$ cat config.mk
export PLATFORM = sky130hd
export DESIGN_NAME = pu_pio_master
export DESIGN_NICKNAME = d
export VERILOG_FILES = /design/src/rtl/pu_pio_master_pkg.sv /design/src/rtl/pu_pio_master.sv
export SDC_FILE = /design/constraint.sdc
export NUM_CORES = 1
export LEC_CHECK = 0
export ABC_AREA = 1
export CORE_MARGIN = 2
export CORE_UTILIZATION = 41
export DETAILED_ROUTE_END_ITERATION = 8
export PLACE_DENSITY = 0.8
export SLEW_MARGIN = 20
export SYNTH_ARGS = -nofsm -noshare
export SYNTH_HDL_FRONTEND = slang
export SYNTH_SLANG_ARGS = --single-unit
$ cat constraint.sdc
create_clock -name clk -period 1.93 [get_ports clk]
set_input_delay 0.386 -clock clk [delete_from_list [all_inputs] [get_ports clk]]
set_output_delay 0.386 -clock clk [all_outputs]
set_load 0.02 [all_outputs]
$ cat src/rtl/pu_pio_master_pkg.sv
// Shared definitions for the PU PIO register-bus initiator: bus width and the
// 3-bit encoding of the master transaction states.
package pu_pio_master_pkg;

    localparam int PIO_NBITS = 32;

    typedef logic [PIO_NBITS-1:0] pio_word_t;

    typedef enum logic [2:0] {
        PIOM_IDLE  = 3'd0,
        PIOM_CMD   = 3'd1,
        PIOM_WAIT  = 3'd2,
        PIOM_RESP  = 3'd3,
        PIOM_DRAIN = 3'd4
    } piom_state_t;

endpackage

$ cat src/rtl/pu_pio_master.sv
// PU PIO register-bus initiator: issues one host read/write at a time toward the
// PIO responder, waits for ack/rvalid or a clk_div-based timeout, returns one response.
module pu_pio_master
    import pu_pio_master_pkg::*;
#(
    parameter int TO_TICKS = 255,
    parameter int TO_W     = 8
) (
    input  logic                 clk,
    input  logic                 rst_n,
    input  logic                 clk_div,
    input  logic                 req_valid,
    output logic                 req_ready,
    input  logic                 req_wr,
    input  logic [PIO_NBITS-1:0] req_addr,
    input  logic [PIO_NBITS-1:0] req_wdata,
    output logic                 rsp_valid,
    output logic                 rsp_err,
    output logic [PIO_NBITS-1:0] rsp_rdata,
    output logic                 reg_bs,
    output logic                 reg_wr,
    output logic                 reg_rd,
    output logic [PIO_NBITS-1:0] reg_addr,
    output logic [PIO_NBITS-1:0] reg_din,
    input  logic                 pio_ack,
    input  logic                 pio_rvalid,
    input  logic [PIO_NBITS-1:0] pio_rdata
);

    localparam logic [TO_W-1:0] CNT_LAST = TO_W'(TO_TICKS - 1);
    localparam logic [TO_W-1:0] CNT_MAX  = TO_W'(TO_TICKS);

    piom_state_t     state_q, state_d;
    logic            wr_q, wr_d;
    logic [TO_W-1:0] cnt_q, cnt_d;
    logic            bs_q, bs_d;
    logic            regwr_q, regwr_d;
    logic            regrd_q, regrd_d;
    pio_word_t       addr_q, addr_d;
    pio_word_t       din_q, din_d;
    logic            rspv_q, rspv_d;
    logic            rsperr_q, rsperr_d;
    pio_word_t       rsprdata_q, rsprdata_d;

    logic            done_w;
    logic            timeout_w;

    // Only the completion flag matching the transaction type counts.
    assign done_w    = wr_q ? pio_ack : pio_rvalid;
    assign timeout_w = clk_div && (cnt_q >= CNT_LAST);

    assign req_ready = rst_n && (state_q == PIOM_IDLE);
    assign rsp_valid = rspv_q;
    assign rsp_err   = rsperr_q;
    assign rsp_rdata = rsprdata_q;
    assign reg_bs    = bs_q;
    assign reg_wr    = regwr_q;
    assign reg_rd    = regrd_q;
    assign reg_addr  = addr_q;
    assign reg_din   = din_q;

    always_comb begin
        state_d    = state_q;
        wr_d       = wr_q;
        cnt_d      = cnt_q;
        bs_d       = bs_q;
        addr_d     = addr_q;
        din_d      = din_q;
        regwr_d    = 1'b0;
        regrd_d    = 1'b0;
        rspv_d     = 1'b0;
        rsperr_d   = 1'b0;
        rsprdata_d = '0;

        case (state_q)
            PIOM_IDLE: begin
                if (req_valid) begin
                    wr_d    = req_wr;
                    addr_d  = req_addr;
                    din_d   = req_wdata;
                    bs_d    = 1'b1;
                    state_d = PIOM_CMD;
                end
            end
            PIOM_CMD: begin
                regwr_d = wr_q;
                regrd_d = ~wr_q;
                cnt_d   = '0;
                state_d = PIOM_WAIT;
            end
            PIOM_WAIT: begin
                if (clk_div && (cnt_q != CNT_MAX)) begin
                    cnt_d = cnt_q + TO_W'(1);
                end
                // Completion takes priority over a timeout on the same cycle.
                if (done_w || timeout_w) begin
                    rspv_d     = 1'b1;
                    rsperr_d   = ~done_w;
                    rsprdata_d = (done_w && !wr_q) ? pio_rdata : '0;
                    bs_d       = 1'b0;
                    addr_d     = '0;
                    din_d      = '0;
                    state_d    = PIOM_RESP;
                end
            end
            PIOM_RESP: begin
                state_d = PIOM_DRAIN;
            end
            PIOM_DRAIN: begin
                // Stale responder flags must be seen low on a tick before re-arming.
                if (clk_div && !pio_ack && !pio_rvalid) begin
                    state_d = PIOM_IDLE;
                end
            end
            default: begin
                state_d = PIOM_IDLE;
            end
        endcase
    end

    always_ff @(posedge clk or negedge rst_n) begin
        if (!rst_n) begin
            state_q    <= PIOM_IDLE;
            wr_q       <= 1'b0;
            cnt_q      <= '0;
            bs_q       <= 1'b0;
            regwr_q    <= 1'b0;
            regrd_q    <= 1'b0;
            addr_q     <= '0;
            din_q      <= '0;
            rspv_q     <= 1'b0;
            rsperr_q   <= 1'b0;
            rsprdata_q <= '0;
        end else begin
            state_q    <= state_d;
            wr_q       <= wr_d;
            cnt_q      <= cnt_d;
            bs_q       <= bs_d;
            regwr_q    <= regwr_d;
            regrd_q    <= regrd_d;
            addr_q     <= addr_d;
            din_q      <= din_d;
            rspv_q     <= rspv_d;
            rsperr_q   <= rsperr_d;
            rsprdata_q <= rsprdata_d;
        end
    end

endmodule

==> metrics.csv, run 1 <==
metric,value,unit
synth_fp_nets,575,
skew,0.00769,ns
r2r_slack,0.25,ns
slew_headroom,0.501,
syn_avg_cell_area,9.38,sq um
synth-xor-area-share,0.00199,
p_total,10.1,mW
crit_cells,1,
max_stage_delay,0.62,ns
path_class,reg2out,
die_w,108,um
pre_cts_slack,0.0691,ns
power.density,1410,nW/um^2
crit_slowest_cell,clkdlybuf4s50_1,
die_h,108,um
cp_cell_sequence,clkdlybuf4s50_1,
r2r_cells,10,
antenna_found_initial,0,
worst_ep_arrival_time,1.49,ns
nFillCells,816,
finalHoldViolCount,0,
clock_tree.buffer_depth,2,
yosysSeqAreaShare,0.641,
synth_compound_area_frac,0.00908,
synth_mux_area_frac,0,
fmax,533,MHz
drt-wirelength-per-cell,14.9,um
yosys.area_share.adder,0.00568,
synth_area,4410,sq um
hp-class,in2async,
layout_common_cells,"nand2_1, clkdlybuf4s50_1, dfrtp_1, nor3b_1, nor2_1",
hpwl,8660,um
regArea,2830,sq um
rsz0062_at_grt,no,
synth_top_cell_by_area,dfrtp_1,
cts_sinks,113,
fin_cells,826,
min_period,1.88,ns
maxSlewViolCount,0,
start_util,0.425,
yosys_warnings,0,
synth_top_area_frac,0.641,
multi_input_area,1390,sq um
first_global_vias,3940,
path_clk_slew,0.05,ns
crit_path_end_kind,primary output,
path_delay_family,buffers and inverters,
drv_cap,0,
required,1.54,ns
cts-htree-levels,4,
finalWirelength,12300,um
io_buffers,204,
outcome,"complete, no violations",
drt_first_iter_violations,269,
grt_pass1_wl,19500,um
dpl_cell_area,6570,sq um
drc,0,
synth_seq_cells,113,
via_count,3938,
netlist_top_cells_area,"dfrtp_1, nand2_1, nor3b_1",
insertion_delay,0.50,ns
post-place-cells,796,
antenna_left,0,
netlist_instances,470,
diodes,0,
start_kind,register,
vias_per_cell,4.77,
drive_gt1_frac,0.0638,
grt_max_degree,65,
yosys.area_share.simple,0.299,
grt_use_total,0.220,
cts_hold_buf,0,
setup_ws,0.0527,ns
dr.pass1.iters,4,
die_area,11600,sq um
synth_top_family_by_area,simple AND/OR/NAND/NOR gates,
path_max_fanout,2,
fin_tns_setup,0,ns
cts-buffers-inserted,17,
cts_tree,yes,
finalWeightedCongestion,0.796,
setup_viol,0,
core,10400,sq um
fin_nets,785,
p_leak,3.44,nW
post-route-period-util,0.973,
area_growth,61.4,%
path_buf_inv,1,
io_pins,205,
synth.distinct_cells,20,
grt_overflow,0,
final_common_cell,nand2_1,
design_area,7110,sq um
ir_worst_vdd,745,uV
tightest_slew,0.748,ns
rows,37,
cts_root_buf,clkbuf_8,
## final timing paths
check,startpoint,to
max,reg_din[20],reg_din[20]
min,rst_n,reg_addr[16]
max reg2reg,cnt_q[0],reg_din[7]
min reg2reg,reg_addr[11],reg_addr[11]
max in group asynchronous,rst_n,rsp_rdata[24]
min in group clk,req_wdata[24],reg_din[24]
## report_power, final
group | internal [mW] | switching, mW | leakage [nW]
Sequential | 3.03 | 0.373 | 1.50
Clock | 1.81 | 0.971 | 0.265
Combinational | 1.66 | 2.23 | 1.67
## area by class of cell
class / instances / share of cell area
clock inverter: 6 / 0.00809
sequential: 113 / 0.397
timing repair buffer: 212 / 0.299
inverter: 16 / 0.00844
clock buffer: 23 / 0.0670
tap: 136 / 0.0239
multi-input combinational: 320 / 0.196
## per-stage QoR
stage               utilization  hold slack [ns]
floorplan                     -           0.0904
global placement          0.633            0.453
detailed placement        0.633            0.458
CTS                       0.686           0.0410
global route              0.686           0.0789
finish                    0.686           0.0237
## what timing repair did
item / CTS / global route
endpoints found under the setup margin: 1 / 6
setup buffers: 1 / 0
pin swaps: 1 / 0
endpoints found under the hold margin: 0 / 0
resized for setup: 3 / 6
## metal layers
layer / vias up / global-route usage / routed length, um
li1: 1869 / - / -
met1: 1885 / 0.254 / 4850
met2: 160 / 0.372 / 6230
met3: 24 / 0.0720 / 920
met4: 0 / 0.0943 / 287
met5: - / 0 / 0
## cells in the mapped netlist (all sizes together)
cell,number
nand2,240
dfrtp,113
nor3b,32
nor2,19
inv,16
nand3,16
buf,15
o21ai,8
clkbuf,6
ha,2
and3,1
nor3,1
xnor2,1
## state kept, by name (all words and copies together) (netlist names)
name and count:
cnt_q 8, reg_addr 32, reg_bs 1, reg_din 32
reg_rd 1, reg_wr 1, rsp_err 1, rsp_rdata 32
rsp_valid 1, state_q 3, wr_q 1
## kinds of logic after synthesis
logic type                 count (synthesis)
AOI/OAI and AO/OA                          8
DFF                                      113
and+or+nand+nor                          309
buffers and inverters                     37
adders and majority gates                  2
xor gates and xnor gates                   1
Note: power is estimated with default switching activity, not from simulation.
==> run 2, diff against run 1 <==
- SLEW_MARGIN: 20 -> unset
==> results of run 2 <==
The final DEF is identical to that of run 1; final timing and power are the same.
==> run 3, diff against run 2 <==
- CORE_UTILIZATION: 41 -> 40
- PLACE_DENSITY: 0.8 -> 0.78
==> run 3 against run 2 <==
  * Register-to-register slack worse by 0.02 ns
  * Flip-flop and latch count stayed put
  * Power hardly changed
  * Via count is 0.28% lower
  * Final area is 0.40% higher
  * Cell count is 0.85% higher
  * Largest cell class unchanged
==> metrics.csv, run 3 (synthesized netlist as in run 1, its figures left out) <==
metric,value,unit,change
outcome,"complete, no violations",,
switching_share,0.354,,-0.00101
cts-htree-levels,4,,unchanged
min_period,1.89,ns,+0.00885 ns
core,10800,sq um,+4.1%
cts_tree,yes,,
hpwl,8420,um,-2.7%
grt_use_total,0.206,,-0.0135
cts_sinks,113,,unchanged
area_growth,62.0,%,
rsz0062_at_grt,no,,
fin_nets,786,,+0.13%
ir_worst_vdd,621,uV,-17%
hp-class,in2reg,,
intPower,6.50,mW,+0.20%
die_h,109,um,+1.2%
insertion_delay,0.50,ns,about the same
cp_cell_sequence,clkdlybuf4s50_1,,
skew,0.00574,ns,-0.00196 ns
path_buf_inv,1,,unchanged
cts-buffers-inserted,17,,unchanged
drt-wirelength-per-cell,14.3,um,-3.7%
diodes,0,,unchanged
drv_cap,0,,unchanged
via_count,3927,,-0.28%
grt_max_degree,67,,+3.1%
io_pins,205,,unchanged
required,1.54,ns,about the same
crit_slowest_cell,clkdlybuf4s50_1,,
crit_path_end_kind,primary output,,
io_buffers,204,,unchanged
max_stage_delay,0.63,ns,about the same
post-route-period-util,0.977,,+0.00459
pwr-share-comb,0.382,,-0.004
vias_per_cell,4.71,,-1.1%
slew_headroom,0.591,,+0.0895
first_global_vias,3847,,-2.4%
grt_pass1_wl,18700,um,-3.8%
rows,38,,+2.7%
start_kind,register,,
r2r_cells,10,,unchanged
cts_setup_buffers,0,,-1
path_class,reg2out,,
hold-path-cell-count,3,,
p_sw,3.57,mW,-0.24%
die_w,109,um,+1.2%
nFillCells,851,,+4.3%
tightest_slew,0.614,ns,-0.134 ns
drive_gt1_frac,0.0635,,-0.000276
fmax,530,MHz,-0.47%
final_common_cell,nand2_1,,
dr.pass1.iters,5,,+1
grt_overflow,0,,unchanged
setup_ws,0.0439,ns,-0.00885 ns
path_max_fanout,2,,unchanged
maxSlewViolCount,0,,unchanged
clock_tree.buffer_depth,2,,unchanged
path_delay_family,buffers and inverters,,
start_util,0.409,,-0.0167
worst_ep_arrival_time,1.50,ns,about the same
layout_common_cells,"nand2_1, clkdlybuf4s50_1, dfrtp_1, nor3b_1, nor2_1",,
finalWeightedCongestion,0.782,,-1.7%
p_clk_frac,0.279,,+0.003
path_clk_slew,0.05,ns,about the same
drt_first_iter_violations,266,,-1.1%
antenna_left,0,,unchanged
drc,0,,unchanged
power.density,1410,nW/um^2,-0.36%
setup_viol,0,,unchanged
finalWirelength,11900,um,-2.8%
p_seq_frac,0.339,,about the same
antenna_found_initial,0,,unchanged
die_area,11900,sq um,+2.4%
cts_root_buf,clkbuf_8,,
pre_cts_slack,0.0407,ns,-0.0284 ns
crit_cells,1,,unchanged
p_leak,3.46,nW,+0.40%
fin_tns_setup,0,ns,unchanged
finalHoldViolCount,0,,unchanged
[run 3: cell types whose count changed in the layout (fill, tap and decap cells not counted), sizes merged]
cell and delta:
clkbuf +2, dlygate4sd3 +1, clkinv +1, clkinvlp -1
[run 3: cell type report]
type / count / area (sq um) / area share
timing repair buffer: 213 / 2140 / 0.300
clock buffer: 25 / 484 / 0.0678
sequential: 113 / 2830 / 0.396
inverter: 16 / 60.1 / 0.00841
clock inverter: 6 / 55.1 / 0.00771
multi-input combinational: 320 / 1400 / 0.196
tap: 140 / 175 / 0.0245
[run 3: stage by stage]
stage          hold slack (ns)  std cells  instance area, sq um  power (mW)   util
2_1_floorplan           0.0904        470                  4410        5.50      -
3_3_place_gp             0.452        801                  6580        7.23  0.610
3_5_place_dp             0.457        801                  6580        7.32  0.610
4_1_cts                  0.400        833                  7130        10.2  0.661
5_1_grt                  0.403        833                  7140        10.7  0.662
6_report                 0.416        833                  7140        10.1  0.662
[run 3: what timing repair did]
action	4_1_cts	5_1_grt
gates cloned	0	0
gates resized for setup	5	5
endpoints found under the hold margin	5	0
hold buffers	1	0
endpoints found under the setup margin	1	70
[run 3: path summary, 6_finish.rpt]
kind                                 to          from  slack [ns]
min reg2reg                 reg_addr[0]   reg_addr[0]        0.47
max reg2reg                  reg_din[3]      cnt_q[0]        0.23
min                        reg_addr[27]  req_addr[27]        0.42
max                          reg_din[3]    reg_din[3]        0.04
max in group asynchronous        reg_bs         rst_n        0.39
min in group asynchronous  reg_addr[22]         rst_n        0.53
[run 3: metal layers]
| layer | up-vias | routed length, um | track usage |
|---|---|---|---|
| met2 | 161 | 5930 | 0.339 |
| met1 | 1857 | 4740 | 0.248 |
| met3 | 27 | 934 | 0.0717 |
| met4 | 0 | 329 | 0.0806 |
| met5 | - | 0 | 0 |
| li1 | 1882 | - | - |
[run 3: power by group through the flow]
stage               Sequential (mW)  Combinational (mW)  Clock (mW)
floorplan                      4.12                1.38           0
global placement               3.42                3.81           0
detailed placement             3.43                3.89           0
CTS                            3.41                3.90        2.86
global route                   3.49                4.20        3.01
finish                         3.41                3.85        2.81
